===== config.mk =====
export PLATFORM = sky130hd
export DESIGN_NAME = skyline_vertex_decoder
export DESIGN_NICKNAME = d
export VERILOG_FILES = /design/src/rtl/skyline_vertex_decoder_pkg.sv /design/src/rtl/skyline_vertex_decoder_store.sv /design/src/rtl/skyline_vertex_decoder.sv
export SDC_FILE = /design/constraint.sdc
export NUM_CORES = 1
export LEC_CHECK = 0
export BUFFER_PORTS_ARGS = -buffer_cell sky130_fd_sc_hd__buf_2
export CORE_AREA = 2 2 210 212
export DETAILED_ROUTE_END_ITERATION = 10
export DIE_AREA = 0 0 212 214
export SLEW_MARGIN = 0
export SYNTH_ARGS = -nofsm -noshare
export SYNTH_HDL_FRONTEND = slang
export SYNTH_SLANG_ARGS = --single-unit

===== constraint.sdc =====
create_clock -name CLK -period 16.08 [get_ports CLK]
set_input_delay 2.412 -clock CLK [delete_from_list [all_inputs] [get_ports CLK]]
set_output_delay 2.412 -clock CLK [all_outputs]
set_load 0.02 [all_outputs]

===== src/rtl/skyline_vertex_decoder_pkg.sv =====
// Shared definitions for the skyline vertex decoder: default sizes, FSM
// encoding and the bit positions of the per-frame error causes.
package skyline_vertex_decoder_pkg;

   localparam int DW_DEF       = 6;
   localparam int MAP_W_DEF    = 31;
   localparam int MAX_VERT_DEF = 16;

   typedef enum logic [1:0] {
      IDLE    = 2'd0,
      COLLECT = 2'd1,
      EMIT    = 2'd2
   } state_t;

   localparam int ERR_W     = 4;
   localparam int ERR_ODD   = 0;
   localparam int ERR_RANGE = 1;
   localparam int ERR_ORDER = 2;
   localparam int ERR_OVFL  = 3;

endpackage


===== src/rtl/skyline_vertex_decoder_store.sv =====
// Vertex register file: accepts the x,h word stream, keeps only well-formed
// vertices and records why any word was rejected.
module skyline_vertex_store
   import skyline_vertex_decoder_pkg::*;
#(
   parameter int DW       = DW_DEF,
   parameter int MAP_W    = MAP_W_DEF,
   parameter int MAX_VERT = MAX_VERT_DEF,
   localparam int IW      = $clog2(MAX_VERT),
   localparam int VCW     = $clog2(MAX_VERT + 1)
) (
   input  logic             CLK,
   input  logic             RESET,
   input  logic             clear,
   input  logic             wr_en,
   input  logic [DW-1:0]    wr_data,
   input  logic [IW-1:0]    rd_idx,
   output logic [VCW-1:0]   vert_cnt,
   output logic [DW-1:0]    rd_x,
   output logic [DW-1:0]    rd_x_next,
   output logic [DW-1:0]    rd_h,
   output logic [ERR_W-1:0] err
);

   localparam int WCW = $clog2(2 * MAX_VERT + 2);

   logic [DW-1:0]    xs_r [MAX_VERT];
   logic [DW-1:0]    hs_r [MAX_VERT];
   logic [WCW-1:0]   word_cnt_r;
   logic             phase_r;
   logic [VCW-1:0]   vcnt_r;
   logic             pend_r;
   logic [ERR_W-1:0] err_r;

   logic [WCW-1:0]   base_wcnt_s, nxt_wcnt_s;
   logic             base_phase_s, nxt_phase_s;
   logic [VCW-1:0]   base_vcnt_s, nxt_vcnt_s, last_idx_s;
   logic             base_pend_s, nxt_pend_s;
   logic [ERR_W-1:0] base_err_s, nxt_err_s;
   logic             range_bad_s, order_bad_s, x_we_s, h_we_s;

   // Start-of-frame words see a cleared context; otherwise continue the frame.
   always_comb begin
      if (clear) begin
         base_wcnt_s  = {WCW{1'b0}};
         base_phase_s = 1'b0;
         base_vcnt_s  = {VCW{1'b0}};
         base_pend_s  = 1'b0;
         base_err_s   = {ERR_W{1'b0}};
      end else begin
         base_wcnt_s  = word_cnt_r;
         base_phase_s = phase_r;
         base_vcnt_s  = vcnt_r;
         base_pend_s  = pend_r;
         base_err_s   = err_r;
      end
   end

   // A vertex only commits once its h arrives, so a rejected or trailing x
   // never becomes visible to the emitter.
   always_comb begin
      nxt_wcnt_s  = base_wcnt_s;
      nxt_phase_s = base_phase_s;
      nxt_vcnt_s  = base_vcnt_s;
      nxt_pend_s  = base_pend_s;
      nxt_err_s   = base_err_s;
      last_idx_s  = base_vcnt_s - VCW'(1);
      range_bad_s = (wr_data >= DW'(MAP_W));
      if (base_vcnt_s != {VCW{1'b0}}) begin
         order_bad_s = (wr_data <= xs_r[last_idx_s[IW-1:0]]);
      end else begin
         order_bad_s = 1'b0;
      end
      x_we_s = 1'b0;
      h_we_s = 1'b0;
      if (wr_en) begin
         nxt_phase_s = ~base_phase_s;
         if (base_wcnt_s >= WCW'(2 * MAX_VERT)) begin
            nxt_err_s[ERR_OVFL] = 1'b1;
         end else begin
            nxt_wcnt_s = base_wcnt_s + WCW'(1);
            if (!base_phase_s) begin
               x_we_s     = !range_bad_s && !order_bad_s;
               nxt_pend_s = !range_bad_s && !order_bad_s;
               nxt_err_s[ERR_RANGE] = base_err_s[ERR_RANGE] | range_bad_s;
               nxt_err_s[ERR_ORDER] = base_err_s[ERR_ORDER] | (order_bad_s & !range_bad_s);
            end else begin
               h_we_s     = base_pend_s;
               nxt_pend_s = 1'b0;
               if (base_pend_s) begin
                  nxt_vcnt_s = base_vcnt_s + VCW'(1);
               end else begin
                  nxt_vcnt_s = base_vcnt_s;
               end
            end
         end
      end else begin
         nxt_phase_s = base_phase_s;
      end
   end

   // Frame context and vertex storage.
   always_ff @(posedge CLK or posedge RESET) begin
      if (RESET) begin
         word_cnt_r <= {WCW{1'b0}};
         phase_r    <= 1'b0;
         vcnt_r     <= {VCW{1'b0}};
         pend_r     <= 1'b0;
         err_r      <= {ERR_W{1'b0}};
         for (int i = 0; i < MAX_VERT; i++) begin
            xs_r[i] <= {DW{1'b0}};
            hs_r[i] <= {DW{1'b0}};
         end
      end else begin
         if (wr_en) begin
            word_cnt_r <= nxt_wcnt_s;
            phase_r    <= nxt_phase_s;
            vcnt_r     <= nxt_vcnt_s;
            pend_r     <= nxt_pend_s;
            err_r      <= nxt_err_s;
         end
         if (x_we_s) begin
            xs_r[base_vcnt_s[IW-1:0]] <= wr_data;
         end
         if (h_we_s) begin
            hs_r[base_vcnt_s[IW-1:0]] <= wr_data;
         end
      end
   end

   // Read ports and error summary; an x still waiting for its h is the odd case.
   always_comb begin
      vert_cnt       = vcnt_r;
      rd_x           = xs_r[rd_idx];
      rd_x_next      = xs_r[rd_idx + IW'(1)];
      rd_h           = hs_r[rd_idx];
      err            = err_r;
      err[ERR_ODD]   = phase_r;
   end

endmodule


===== src/rtl/skyline_vertex_decoder.sv =====
// Skyline vertex decoder: collects a vertex burst and replays it as one height
// per map column, flagging malformed streams.
module skyline_vertex_decoder
   import skyline_vertex_decoder_pkg::*;
#(
   parameter int DW       = DW_DEF,
   parameter int MAP_W    = MAP_W_DEF,
   parameter int MAX_VERT = MAX_VERT_DEF
) (
   input  logic          CLK,
   input  logic          RESET,
   input  logic          IN_VALID,
   input  logic [DW-1:0] IN_DATA,
   output logic          OUT_VALID,
   output logic [DW-1:0] OUT_DATA,
   output logic          OUT_ERR,
   output logic          BUSY
);

   localparam int IW  = $clog2(MAX_VERT);
   localparam int VCW = $clog2(MAX_VERT + 1);
   localparam int CW  = $clog2(MAP_W + 1);

   state_t           state_r;
   logic [CW-1:0]    col_r;
   logic [IW-1:0]    ptr_r;
   logic             frame_err_r;

   logic             clear_s, wr_en_s, adv_s;
   logic [VCW-1:0]   vert_cnt_s;
   logic [DW-1:0]    rd_x_s, rd_x_next_s, rd_h_s, cur_h_s;
   logic [ERR_W-1:0] err_s;

   skyline_vertex_store #(
      .DW       (DW),
      .MAP_W    (MAP_W),
      .MAX_VERT (MAX_VERT)
   ) u_store (
      .CLK       (CLK),
      .RESET     (RESET),
      .clear     (clear_s),
      .wr_en     (wr_en_s),
      .wr_data   (IN_DATA),
      .rd_idx    (ptr_r),
      .vert_cnt  (vert_cnt_s),
      .rd_x      (rd_x_s),
      .rd_x_next (rd_x_next_s),
      .rd_h      (rd_h_s),
      .err       (err_s)
   );

   // Store control and the height of the current column; x is strictly
   // increasing, so the pointer only ever steps forward by one.
   always_comb begin
      clear_s = (state_r == IDLE) && IN_VALID;
      wr_en_s = IN_VALID && (state_r != EMIT);
      if ((vert_cnt_s != {VCW{1'b0}}) && (rd_x_s <= DW'(col_r))) begin
         cur_h_s = rd_h_s;
      end else begin
         cur_h_s = {DW{1'b0}};
      end
      if (((VCW'(ptr_r) + VCW'(1)) < vert_cnt_s) &&
          (rd_x_next_s == (DW'(col_r) + DW'(1)))) begin
         adv_s = 1'b1;
      end else begin
         adv_s = 1'b0;
      end
   end

   // Frame FSM with registered outputs.
   always_ff @(posedge CLK or posedge RESET) begin
      if (RESET) begin
         state_r     <= IDLE;
         col_r       <= {CW{1'b0}};
         ptr_r       <= {IW{1'b0}};
         frame_err_r <= 1'b0;
         OUT_VALID   <= 1'b0;
         OUT_DATA    <= {DW{1'b0}};
         OUT_ERR     <= 1'b0;
         BUSY        <= 1'b0;
      end else begin
         case (state_r)
            IDLE: begin
               OUT_VALID <= 1'b0;
               OUT_DATA  <= {DW{1'b0}};
               OUT_ERR   <= 1'b0;
               BUSY      <= IN_VALID;
               if (IN_VALID) begin
                  state_r <= COLLECT;
               end
            end
            COLLECT: begin
               BUSY <= 1'b1;
               if (!IN_VALID) begin
                  state_r     <= EMIT;
                  col_r       <= {CW{1'b0}};
                  ptr_r       <= {IW{1'b0}};
                  frame_err_r <= |err_s;
               end
            end
            EMIT: begin
               if (col_r == CW'(MAP_W)) begin
                  state_r   <= IDLE;
                  OUT_VALID <= 1'b0;
                  OUT_DATA  <= {DW{1'b0}};
                  OUT_ERR   <= 1'b0;
                  BUSY      <= 1'b0;
               end else begin
                  OUT_VALID <= 1'b1;
                  OUT_DATA  <= cur_h_s;
                  OUT_ERR   <= frame_err_r;
                  BUSY      <= 1'b1;
                  col_r     <= col_r + CW'(1);
                  if (adv_s) begin
                     ptr_r <= ptr_r + IW'(1);
                  end
               end
            end
            default: begin
               state_r <= IDLE;
            end
         endcase
      end
   end

endmodule


After elaboration in Yosys (flattened, before gate mapping)
Cells that the tools add are included.
- register bits: 229
- input bits: 9
- output and inout bits: 9
- word-level logic and storage cells: 159
- add/subtract/negate cells: 7
- $lt $le $gt $ge: 10
- equal/unequal tests: 10
- multiplexer cells: 56
- bitwise logic cells: 9
- reduce and logical (&&, ||, !) cells: 21
- operator list (operator ; number):
    96-bit bitwise mux ; 2
    6-bit binary-select mux with 4-bit select ; 4
    6-bit two-way mux ; 13
    5-bit two-way mux ; 6
    6-bit demux with 4-bit select ; 1
    5-bit greater-or-equal comparator, second input constant ; 4
    4-bit NOT with 5-bit output ; 4
    4-bit two-way mux ; 4
    1-bit two-way mux ; 14
    2-bit != test, second input constant ; 6
    6-bit one-hot mux with 2 select lines ; 1
    5-bit by 1-bit adder with 5-bit output, second input constant ; 2
    2-bit two-way mux ; 5
    5-bit one-hot mux with 2 select lines ; 1
    5-bit nonzero test ; 2
    4-bit one-hot mux with 2 select lines ; 1
    5-bit by 1-bit adder with 6-bit output, second input constant ; 1
    6-bit by 1-bit adder with 6-bit output, second input constant ; 1
    6-bit equality test ; 1
    6-bit by 5-bit greater-or-equal comparator with 1-bit output, second input constant ; 1
    6-bit greater-or-equal comparator, second input constant ; 1
    6-bit by 5-bit <= comparator with 1-bit output ; 1
    6-bit <= comparator ; 1
    1-bit logical AND ; 6
    other kinds (22) ; 30

Longest topological paths before layout
- depth after elaboration: 15
- mapped depth: 24
- depth with buffers taken out: 20

Modules after synthesis
Synthesis repeated with hierarchy kept, for this count alone.
- cells, all modules: 991
- area total of the unflattened synthesis: 13031.2 µm²
- modules (own cells, without submodules) (module ; instances ; cells an instance ; area each (µm²) ; seq. area each (µm²)):
    skyline_vertex_store ; 1 ; 833 ; 11576.1 ; 5205.0
    skyline_vertex_decoder ; 1 ; 158 ; 1455.1 ; 525.5

Worst setup path before layout
Ideal clock, no wire load.
- kind: input -> register
- start point: in IN_VALID
- end point: reg u_store.xs_r[84] (netlist name)
- library setup time: 0.125 ns
- arrival: 6.217 ns
- required time: 15.955 ns
- path slack: 9.738 ns
- stages on the path: 21
- buffers on the path: 5
- cell sequence: buf_2 -> nand2_1 -> clkbuf_1 -> buf_1 -> nor2_1 -> a221oi_1 -> mux2i_1 -> o211ai_1 -> o21ai_0 -> ha_1 -> nor2b_1 -> o21a_1 -> o21a_1 -> o21a_1 -> o21a_1 -> o22ai_1 -> a31o_2 -> clkbuf_1 -> buf_2 -> nor3_1 -> mux2_2
- longest elaborated chain between the ends: 14
- elaborated cells between the ends (all ways): 26
- those cells by class: add/sub (1); order compare (4); mux (13); bitwise (2); reduce/logical (6)
- ends and longest elaborated chain (element ; RTL line ; RTL):
    from (decl) ; skyline_vertex_decoder.sv:12 ; input logic IN_VALID,
    1-bit logical AND ; skyline_vertex_decoder.sv:55 ; clear_s = (state_r == IDLE) && IN_VALID;
    5-bit two-way mux ; skyline_vertex_decoder_store.sv:44 ; if (clear) begin
    4-bit by 1-bit subtractor with 4-bit output ; skyline_vertex_decoder_store.sv:67 ; last_idx_s = base_vcnt_s - VCW'(1);
    4-bit NOT with 5-bit output (not written as such) ; skyline_vertex_decoder_store.sv:70 ; order_bad_s = (wr_data <= xs_r[last_idx_s[IW-1:0]]);
    6-bit binary-select mux with 4-bit select ; skyline_vertex_decoder_store.sv:70 ;
    6-bit two-way mux (not written as such) (2 in series) ; skyline_vertex_decoder_store.sv:70 ;
    6-bit <= comparator ; skyline_vertex_decoder_store.sv:70 ;
    1-bit two-way mux ; skyline_vertex_decoder_store.sv:69 ; if (base_vcnt_s != {VCW{1'b0}}) begin
    1-bit zero test ; skyline_vertex_decoder_store.sv:83 ; x_we_s = !range_bad_s && !order_bad_s;
    1-bit logical AND ; skyline_vertex_decoder_store.sv:83 ;
    1-bit two-way mux ; skyline_vertex_decoder_store.sv:82 ; if (!base_phase_s) begin
    1-bit two-way mux ; skyline_vertex_decoder_store.sv:78 ; if (base_wcnt_s >= WCW'(2 * MAX_VERT)) begin
    1-bit two-way mux ; skyline_vertex_decoder_store.sv:76 ; if (wr_en) begin
    to (signal, indexed assignment) ; skyline_vertex_decoder_store.sv:111 ; xs_r[i] <= {DW{1'b0}};
    to (signal, indexed assignment) ; skyline_vertex_decoder_store.sv:123 ; xs_r[base_vcnt_s[IW-1:0]] <= wr_data;
    to (decl) ; skyline_vertex_decoder_store.sv:27 ; logic [DW-1:0] xs_r [MAX_VERT];
Several ways; a longest one is shown, not always the timed one. The select of a mux whose other input is x is not followed.
A chain may end at the register's enable or synchronous reset.

Final worst setup path
- start point: in IN_VALID
- end point: reg u_store.xs_r[72] (netlist name)
The elaborated chain is that of the path after synthesis.

==> flow_summary.toml <==
[timing]
maxSlewViolCount = 0
finalSetupTns_ns = 0
worst_slew_pin_slew_ns = 1.164
fmax_mhz = 145.3
finalClockSkew_ns = 0.007724
slew_headroom_pct = 21.77
setup_violations = 0
hold_viol = 0
grt_setup_unrepaired = "false"
fin_crit_ns = 6.881
min_period_over_period_pct = 42.79

[detailed_routing]
wl_per_cell_um = 21.41
drt_iter0_drc = 949
vias_per_cell = 5.441
routed_wl_um = 36720
ant_nets = 0
via_count = 9332
drt-pass1-iter-count = 6
drc_errors = 0

[layout]
syn2layout_area_growth_pct = 11.58
regArea_mm2 = 0.005736
fillCellCount = 4206
multi_input_area_mm2 = 0.006745
final_nets = 1145
drive_gt1_share_pct = 28.17
finalInstanceArea_mm2 = 0.01434
mostFrequentLayoutCell = "dfrtp_1"
final_cell_mix = "dfrtp_1, mux2_2, nand2_1"
final_util_pct = 33.43

[power]
power.leakage_uw = 0.006113
p_comb_share_pct = 30.6
p_seq_share_pct = 36.9
clock_power_share_pct = 32.4
powerDensity_mw_per_mm2 = 125.9
swShare_pct = 34.43
p_switching_uw = 621.6
intPower_uw = 1184
ir_worst_vdd_mv = 0.07139

[critical_path]
r2r-end = "u_store.xs_r[72]"
start_kind = "input port"
crit_path_top_delay_cell = "nor3_1"
path_common_cell = "o21a_1"
path_cells = "buf_2 -> and2_1 -> buf_4 -> nor2_1 -> a221oi_1 -> mux2i_1 -> o211ai_1 -> o21ai_0 -> ha_1 -> nor2b_1 -> o21a_1 -> o21a_1 -> o21a_1 -> o21a_1 -> o22ai_1 -> a31o_2 -> nor3_1 -> mux2_2"
crit_fanout = 24
critical_path_depth = 18
path_class = "input port to flip-flop"
cp_top_family = "compound AO/OA/AOI/OAI gates"
crit_path_end = "u_store.xs_r[72]"
critPathCaptureType = "flip-flop"
worstRegToRegCells = 19
path_buf_inv = 2
ff2ff_setup_slack_ns = 10.33
worstPathRequired_ns = 16.50
max_stage_delay_ns = 0.98
critical_path_arrival_ns = 7.30
r2r-start = "state_r[1]"
startpoint = "IN_VALID"

[placement]
gp_congestion = 0.9583
hpwlAfterDp_um = 25280
dpl-instance-area_mm2 = 0.01349
port-buffer-count = 17

[clocking]
cts.sinks = 229
post_cts_buffers = 0
htreeDepth = 1
clk_latency_ns = 0.54
postCtsHoldBufs = 0
cts_buffers = 24
ctsLongestPathBuffers = 3
cts_tree = "yes"
cts-root-buf = "clkbuf_16"
path_clk_slew_ns = 0.06
post_cts_resized = 0

[global_routing]
track_usage_pct = 16.34
grt_pass1_vias = 9362
grt_antenna_before_repair = 5
grt_overflow = 0
grt_max_degree = 87
grt_pass1_wl_um = 57810

[logic_synthesis]
ys.flop_type = "dfrtp_1"
synth.avg_cell_area_um2 = 11.40
syn-num-nets = 1161
async_reset_ff_share_pct = 100.0
yosysUniqueCellTypes = 51
synth-edff-count = 0
syn-cell-area_mm2 = 0.01285
ys_warn_count = 0
synth_seq_cells = 229
synth-seq-area-share_pct = 44.60
syn_inst = 1127

[floorplanning]
ios = 18
die_x_um = 212
row_count = 76
core_mm2 = 0.04289
start_util_pct = 29.96
die_area_mm2 = 0.04537
die_h_um = 214

[hold_path]
hp-class = "flip-flop to flip-flop"
min-delay-start = "OUT_VALID"

[run]
cap_violations = 0

[status]
status = "completed"
## layer usage
metal  up-vias  track usage (%)  wire length (um)
li1       4151                -                 -
met1      4709            22.93             16200
met2       381            24.72             16270
met3        83            3.269              2784
met4         8            6.315              1414
met5         -                0                47
## worst min-delay path by stage
| stage | end | cells past startpoint | slack (ns) |
|---|---|---|---|
| detailed placement | OUT_VALID | 1 | 0.47 |
| finish | OUT_VALID | 1 | 0.47 |
| CTS | OUT_VALID | 1 | 0.48 |
| floorplan | u_store.hs_r[48] | 2 | 0.44 |
| global route | OUT_VALID | 1 | 0.50 |
| global placement | u_store.hs_r[48] | 2 | 0.46 |
## flip-flops by register name, indices dropped and copies added, names as in the netlist, 2 cells and up
| signal | count |
|---|---|
| u_store.hs_r | 96 |
| u_store.xs_r | 96 |
| OUT_DATA | 6 |
| u_store.word_cnt_r | 6 |
| col_r | 5 |
| u_store.vert_cnt | 5 |
| ptr_r | 4 |
| u_store.err_r | 3 |
| state_r | 2 |
## power groups by stage
stage,sequential [uW],combinational (uW),clock (uW)
after floorplan,668,390,0
after global placement,674,542,0
after detailed placement,676,546,0
after CTS,666,547,598
after global routing,673,607,626
final,667,553,585
## final cells by class
| class | instances | share of cell area, % |
|---|---|---|
| Antenna cell | 1 | 0.01746 |
| Sequential cell | 229 | 40.01 |
| Clock buffer | 32 | 4.818 |
| Multi-Input combinational cell | 804 | 47.05 |
| Tap cell | 585 | 5.106 |
| Clock inverter | 12 | 1.065 |
| Timing Repair Buffer | 31 | 1.327 |
| Inverter | 21 | 0.6023 |
## metrics by stage
step                      power (uW)  hold slack (ns)  setup slack (ns)  cells
after floorplan                 1058           0.4444             7.392   1127
after global placement          1216           0.4576             8.651   1670
after detailed placement        1222           0.4661             8.680   1670
after CTS                       1811           0.4787             9.204   1714
after global routing            1906           0.4982             8.898   1714
final                           1805           0.4744             9.199   1715
## logic make-up after synthesis
logic type	share of synthesized area [%]
mux	29.46
simple gates	9.973
flops	44.60
compound gates	9.827
buf+inv	2.892
fa+ha+maj	2.435
xor+xnor	0.8084
## synth_stat cells, drive strengths merged, types with 6 or more instances
library cell,count,share of area (%)
nor3,23,0.90
nor2,54,1.6
o22ai,12,0.58
ha,25,2.4
buf,24,0.85
nand3,36,1.4
mux2,181,16
a21oi,49,1.9
nand2b,13,0.63
o211ai,9,0.53
and2,8,0.39
and3,7,0.34
inv,21,0.61
nand4,6,0.29
nor2b,22,1.1
a22o,7,0.48
a31oi,8,0.39
nand2,92,2.7
o21ai,69,2.7
a22oi,6,0.35
xor2,8,0.55
clkbuf,49,1.4
dfrtp,229,45
a221oi,10,0.68
mux2i,62,4.8
mux4,50,8.8
o21a,7,0.41
o221ai,14,0.95
(Power assumes the default switching activity.)
